==> config.mk <==
export PLATFORM = sky130hd
export DESIGN_NAME = wb_sample_fifo
export DESIGN_NICKNAME = d
export VERILOG_FILES = /design/src/rtl/wb_sample_fifo.sv
export SDC_FILE = /design/constraint.sdc
export NUM_CORES = 1
export LEC_CHECK = 0
export ABC_AREA = 1
export CORE_ASPECT_RATIO = 2
export CORE_MARGIN = 2
export CORE_UTILIZATION = 62
export CTS_CLUSTER_DIAMETER = 100
export DETAILED_ROUTE_END_ITERATION = 7
export PLACE_DENSITY = 0.85
export SLEW_MARGIN = 25
export SYNTH_ARGS = -nofsm -noshare
export SYNTH_HDL_FRONTEND = slang
export SYNTH_SLANG_ARGS = --single-unit
==> constraint.sdc <==
create_clock -name wb_clk_i -period 10.5 [get_ports wb_clk_i]
set_input_delay 3.15 -clock wb_clk_i [delete_from_list [all_inputs] [get_ports wb_clk_i]]
set_output_delay 3.15 -clock wb_clk_i [all_outputs]
set_load 0.005 [all_outputs]
==> src/rtl/wb_sample_fifo.sv <==
// ============================================================================
//  Module      : wb_sample_fifo
//  Description : Wishbone classic slave that buffers producer samples in a
//                FIFO and exposes DATA/STATUS/CTRL/THRESH registers plus a
//                level IRQ.
//  Revision    : 1.0 - initial release
// ============================================================================
`default_nettype none

module wb_sample_fifo #(
    parameter logic [31:0] BASE_ADDR = 32'h3000_0000,
    parameter int          DW        = 16,
    parameter int          DEPTH     = 16
) (
    input  logic          wb_clk_i,
    input  logic          wb_rst_i,
    input  logic          wbs_stb_i,
    input  logic          wbs_cyc_i,
    input  logic          wbs_we_i,
    input  logic [3:0]    wbs_sel_i,
    input  logic [31:0]   wbs_adr_i,
    input  logic [31:0]   wbs_dat_i,
    output logic          wbs_ack_o,
    output logic [31:0]   wbs_dat_o,
    input  logic [DW-1:0] sample_i,
    input  logic          sample_valid_i,
    output logic          irq_o
);

    localparam int c_aw = $clog2(DEPTH);
    localparam int c_cw = c_aw + 1;

    localparam logic [7:0] c_ofs_data   = 8'h00;
    localparam logic [7:0] c_ofs_status = 8'h04;
    localparam logic [7:0] c_ofs_ctrl   = 8'h08;
    localparam logic [7:0] c_ofs_thresh = 8'h0C;

    localparam logic [c_cw-1:0] c_full_count = c_cw'(DEPTH);

    logic [DW-1:0]   r_mem [DEPTH];
    logic [c_aw-1:0] r_wr_ptr;
    logic [c_aw-1:0] r_rd_ptr;
    logic [c_cw-1:0] r_count;
    logic            r_capture_en;
    logic            r_irq_en;
    logic            r_ovf;
    logic            r_unf;
    logic [8:0]      r_thresh;

    logic            w_match;
    logic            w_req;
    logic [7:0]      w_offset;
    logic            w_empty;
    logic            w_full;
    logic [8:0]      w_count9;
    logic [DW-1:0]   w_head;
    logic            w_data_rd;
    logic            w_pop;
    logic            w_unf_set;
    logic            w_ctrl_wr;
    logic            w_thresh_wr;
    logic            w_clear;
    logic            w_push_req;
    logic            w_push;
    logic            w_ovf_set;
    logic [31:0]     w_rd_data;
    logic            w_unused;

    assign w_unused = ^{wbs_dat_i[31:9], wbs_sel_i[3:2]};

    // Access decode: the request is masked while ack is high so every
    // access costs exactly two cycles even if the master holds stb.
    assign w_match  = (wbs_adr_i[31:8] == BASE_ADDR[31:8]);
    assign w_req    = wbs_cyc_i & wbs_stb_i & w_match & ~wbs_ack_o;
    assign w_offset = wbs_adr_i[7:0];

    assign w_empty  = (r_count == '0);
    assign w_full   = (r_count == c_full_count);
    assign w_count9 = 9'(r_count);
    assign w_head   = r_mem[r_rd_ptr];

    assign w_data_rd   = w_req & ~wbs_we_i & (w_offset == c_ofs_data);
    assign w_pop       = w_data_rd & ~w_empty;
    assign w_unf_set   = w_data_rd & w_empty;
    assign w_ctrl_wr   = w_req & wbs_we_i & (w_offset == c_ofs_ctrl) & wbs_sel_i[0];
    assign w_thresh_wr = w_req & wbs_we_i & (w_offset == c_ofs_thresh);
    assign w_clear     = w_ctrl_wr & wbs_dat_i[2];

    // A full FIFO still accepts a push when the same cycle pops; a flush
    // swallows the push without flagging overflow.
    assign w_push_req = sample_valid_i & r_capture_en;
    assign w_push     = w_push_req & ~w_clear & (~w_full | w_pop);
    assign w_ovf_set  = w_push_req & ~w_clear & w_full & ~w_pop;

    always_comb begin
        w_rd_data = '0;
        if (!wbs_we_i) begin
            case (w_offset)
                c_ofs_data: begin
                    if (!w_empty) begin
                        w_rd_data[DW-1:0] = w_head;
                        w_rd_data[31]     = 1'b1;
                    end
                end
                c_ofs_status: w_rd_data = {12'd0, r_unf, r_ovf, w_full, w_empty, 7'd0, w_count9};
                c_ofs_ctrl:   w_rd_data = {30'd0, r_irq_en, r_capture_en};
                c_ofs_thresh: w_rd_data = {23'd0, r_thresh};
                default:      w_rd_data = '0;
            endcase
        end
    end

    always_ff @(posedge wb_clk_i) begin
        if (wb_rst_i) begin
            wbs_ack_o    <= 1'b0;
            wbs_dat_o    <= '0;
            irq_o        <= 1'b0;
            r_wr_ptr     <= '0;
            r_rd_ptr     <= '0;
            r_count      <= '0;
            r_capture_en <= 1'b0;
            r_irq_en     <= 1'b0;
            r_ovf        <= 1'b0;
            r_unf        <= 1'b0;
            r_thresh     <= '0;
        end else begin
            wbs_ack_o <= w_req;
            if (w_req) begin
                wbs_dat_o <= w_rd_data;
            end

            if (w_clear) begin
                r_wr_ptr <= '0;
                r_rd_ptr <= '0;
                r_count  <= '0;
            end else begin
                if (w_push) begin
                    r_wr_ptr <= r_wr_ptr + c_aw'(1);
                end
                if (w_pop) begin
                    r_rd_ptr <= r_rd_ptr + c_aw'(1);
                end
                r_count <= r_count + c_cw'(w_push) - c_cw'(w_pop);
            end

            if (w_clear) begin
                r_ovf <= 1'b0;
            end else if (w_ovf_set) begin
                r_ovf <= 1'b1;
            end

            if (w_clear) begin
                r_unf <= 1'b0;
            end else if (w_unf_set) begin
                r_unf <= 1'b1;
            end

            if (w_ctrl_wr) begin
                r_capture_en <= wbs_dat_i[0];
                r_irq_en     <= wbs_dat_i[1];
            end

            if (w_thresh_wr) begin
                if (wbs_sel_i[0]) begin
                    r_thresh[7:0] <= wbs_dat_i[7:0];
                end
                if (wbs_sel_i[1]) begin
                    r_thresh[8] <= wbs_dat_i[8];
                end
            end

            // A threshold above DEPTH can never be reached, so only OVF fires then.
            irq_o <= r_irq_en & (((r_thresh != 9'd0) & (w_count9 >= r_thresh)) | r_ovf);
        end
    end

    always_ff @(posedge wb_clk_i) begin
        if (!wb_rst_i && w_push) begin
            r_mem[r_wr_ptr] <= sample_i;
        end
    end

endmodule

`default_nettype wire

==> impl_metrics.csv <==
group,metric,value,unit
grt,grt_max_degree,98,
setup_path,cp.arrival,6.28,ns
yosys,synth_cells,1204,
yosys,synth_edf_count,256,
power,p_clk_share,39.9,%
layout,multi_input_area,3940,um^2
flow_run,max_cap_violations,0,
setup_path,required,10.98,ns
floorplan,start_util,63.0,%
floorplan,die-area,22600,um^2
yosys,ys_seq_elements,309,
layout,register_area,8750,um^2
placement,dp_hpwl,20.1,mm
layout,area_growth,13.5,%
routing,top_layer,"met4",
timing,finalSetupViolCount,0,
setup_path,start_kind,"primary input",
routing,wl_met2,17.7,mm
timing,fmax,0.172,GHz
routing,vias_per_cell,6.16,
floorplan,dieWidth,107,um
yosys,yosys_warnings,0,
hold_path,hold_class,"reg -> reg",
grt,grt_overflow,0,
power,pwr-share-seq,57.8,%
yosys,synth_cell_types,44,
grt,antenna_found_initial,0,
power,pwr-share-comb,2.3,%
yosys,seq_area_frac_synth,66.1,%
yosys,ys.flop_type,"edfxtp_1",
yosys,avgSynthCellArea,11.0,um^2
floorplan,fp.dieH,211,um
placement,io_buffer_count,87,
layout,nets,1372,
clock_tree,cts_max_path_buffers,3,
timing,worstMarginPinSlew,1.00,ns
status,outcome,"completed",
routing,routedWlPerCell,21.8,um
yosys,synthesis.area,13200,um^2
power,p_int,1.84,mW
grt,grt_pass1_wl,51.1,mm
clock_tree,cts_buffers,26,
clock_tree,cts-resized-gates,0,
timing,slew_headroom,33.1,%
timing,grt_setup_unrepaired,"no",
grt,grt_pass1_vias,9719,
floorplan,row_count,75,
power,ir_drop,0.163,mV
yosys,async_flop_share,0,%
layout,num-fill-cells,1353,
timing,fin_skew,0.0183,ns
clock_tree,cts-root-buf,"clkbuf_16",
clock_tree,clk_pin_slew_worst_paths,0.07,ns
setup_path,cp_max_fo,15,
setup_path,path_class,"in -> reg",
clock_tree,clkSinkCount,309,
timing,hold_viol_final,0,
routing,drc_errors,0,
floorplan,core,21000,um^2
clock_tree,postCtsSetupRepairBufs,0,
routing,drt-initial-drc-count,1179,
routing,drtPass1Iterations,6,
routing,detail-route-antenna-nets,0,
power,powerDensity,152,nW/um^2
floorplan,io_pins,124,
clock_tree,clk_latency,0.55,ns
routing,met3_length,3.01,mm
routing,wl_met1,10.8,mm
timing,slew_violations,0,
power,p_leak,5.14,nW
clock_tree,cts_tree,"done",
power,switching_power,0.447,mW
clock_tree,htree_levels,1,
routing,num_vias,9554,
layout,layout-drive-gt1-share,7.80,%
power,swShare,19.5,%
timing,min_period_over_period,55.3,%
timing,period_minus_slack,5.80,ns
setup_path,cp-end-kind,"register",
layout,utilization,71.5,%
layout,antenna_cells,0,
placement,gp_congestion,0.887,
grt,grt_usage,30.1,%
clock_tree,cts_hold_buf,0,
routing,totalWireLength,33.8,mm
timing,tns,0,ns
## metal layers
metal / GRT usage, % / up-vias
li1: - / 4285
met1: 32.1 / 4515
met2: 53.4 / 608
met3: 5.31 / 146
met4: 20.5 / 0
met5: 0 / -
## layout make-up
cell class | instances | share of cell area [%]
Clock inverter | 12 | 0.599
Sequential cell | 309 | 58.2
Inverter | 76 | 1.93
Clock buffer | 33 | 4.65
Tap cell | 269 | 2.24
Multi-Input combinational cell | 757 | 26.2
Timing Repair Buffer | 95 | 6.16
## registers in the layout (all words and copies together), names as in the netlist, named ones only
| signal | flops |
|---|---|
| irq_o | 1 |
| wbs_dat_o | 21 |
| r_thresh | 9 |
| r_unf | 1 |
| r_count | 5 |
| r_wr_ptr | 4 |
| r_mem | 256 |
| r_capture_en | 1 |
| wbs_ack_o | 1 |
| r_irq_en | 1 |
| r_ovf | 1 |
| r_rd_ptr | 4 |
## placed cells by master, fill, tap and decap left out, drive strengths merged, types with 4 or more instances in the layout
cell type / instances
o21ai: 122
xor2: 4
conb: 11
nand3: 77
edfxtp: 256
a211oi: 4
inv: 76
nand4: 8
buf: 9
nor2: 251
dfxtp: 53
nand2: 148
a21oi: 45
clkinv: 8
ha: 16
o211ai: 57
clkbuf: 33
clkdlybuf4s50: 86
## path summary, 6_finish.rpt
path | endpoint | cells past startpoint | slack (ns) | from
hold / removal | irq_o$_SDFF_PP0_ | 2 | 0.46 | r_irq_en$_SDFFE_PP0N_
setup / recovery | r_count[4]$_SDFF_PP0_ | 15 | 4.70 | wbs_adr_i[3]
hold reg to reg | irq_o$_SDFF_PP0_ | 2 | 0.46 | r_irq_en$_SDFFE_PP0N_
setup reg to reg | r_count[4]$_SDFF_PP0_ | 16 | 7.02 | r_count[2]$_SDFF_PP0_
## power by group through the flow
stage	Combinational, mW	Clock [mW]	Sequential (mW)
3_3_place_gp	0.0492	0	1.35
2_1_floorplan	0.0136	0	1.35
5_1_grt	0.0561	0.956	1.32
3_5_place_dp	0.0517	0	1.35
6_report	0.0524	0.912	1.32
4_1_cts	0.0520	0.916	1.32
## synthesized netlist by cell type (5+ instances only)
library cell / instances / area share (%)
inv_2: 8 / 0.23
a21oi_1: 45 / 1.7
o211ai_1: 57 / 3.2
nand2_4: 5 / 0.43
clkbuf_1: 28 / 0.79
o21ai_0: 118 / 4.5
buf_4: 23 / 1.3
nand2_1: 137 / 3.9
nand2_2: 6 / 0.28
inv_1: 67 / 1.9
nand3_1: 74 / 2.8
nand4_1: 6 / 0.28
buf_2: 14 / 0.53
dfxtp_1: 53 / 8.0
ha_1: 16 / 1.5
edfxtp_1: 256 / 58
nor2_1: 243 / 6.9
buf_6: 5 / 0.43
## through the flow
stage	power [mW]	hold WS (ns)	worst slack [ns]	instance area [um^2]	instances
2_1_floorplan	1.37	0.421	5.02	13300	1214
5_1_grt	2.34	0.483	4.52	15000	1551
6_report	2.29	0.462	4.70	15000	1551
3_3_place_gp	1.40	0.438	4.07	14200	1506
3_5_place_dp	1.40	0.444	3.91	14200	1506
4_1_cts	2.29	0.455	4.44	15000	1551
## cells by family (layout without fill, tap and decap cells)
| group | after synthesis | count (layout) | share of synthesized area, % |
|---|---|---|---|
| AOI/OAI and AO/OA | 231 | 231 | 10.1 |
| xor gates and xnor gates | 4 | 4 | 0.265 |
| adders and majority gates | 17 | 17 | 1.66 |
| buffers and inverters | 148 | 216 | 5.30 |
| DFF | 309 | 309 | 66.1 |
| other | 1 | 11 | 0.0283 |
| and+or+nand+nor | 494 | 494 | 16.6 |
## critical path, stage by stage
cell	delay, ns
clkdlybuf4s50_1	0.51
nor2_1	0.21
nand3_4	0.13
nor2_8	0.25
nand3_4	0.18
nand2_4	0.12
nand3_4	0.14
ha_1	0.32
inv_1	0.04
ha_1	0.20
fa_1	0.42
nand2_1	0.09
a21oi_1	0.08
or3_1	0.31
a21oi_1	0.13
No activity file was read; power rests on OpenSTA's default activity.
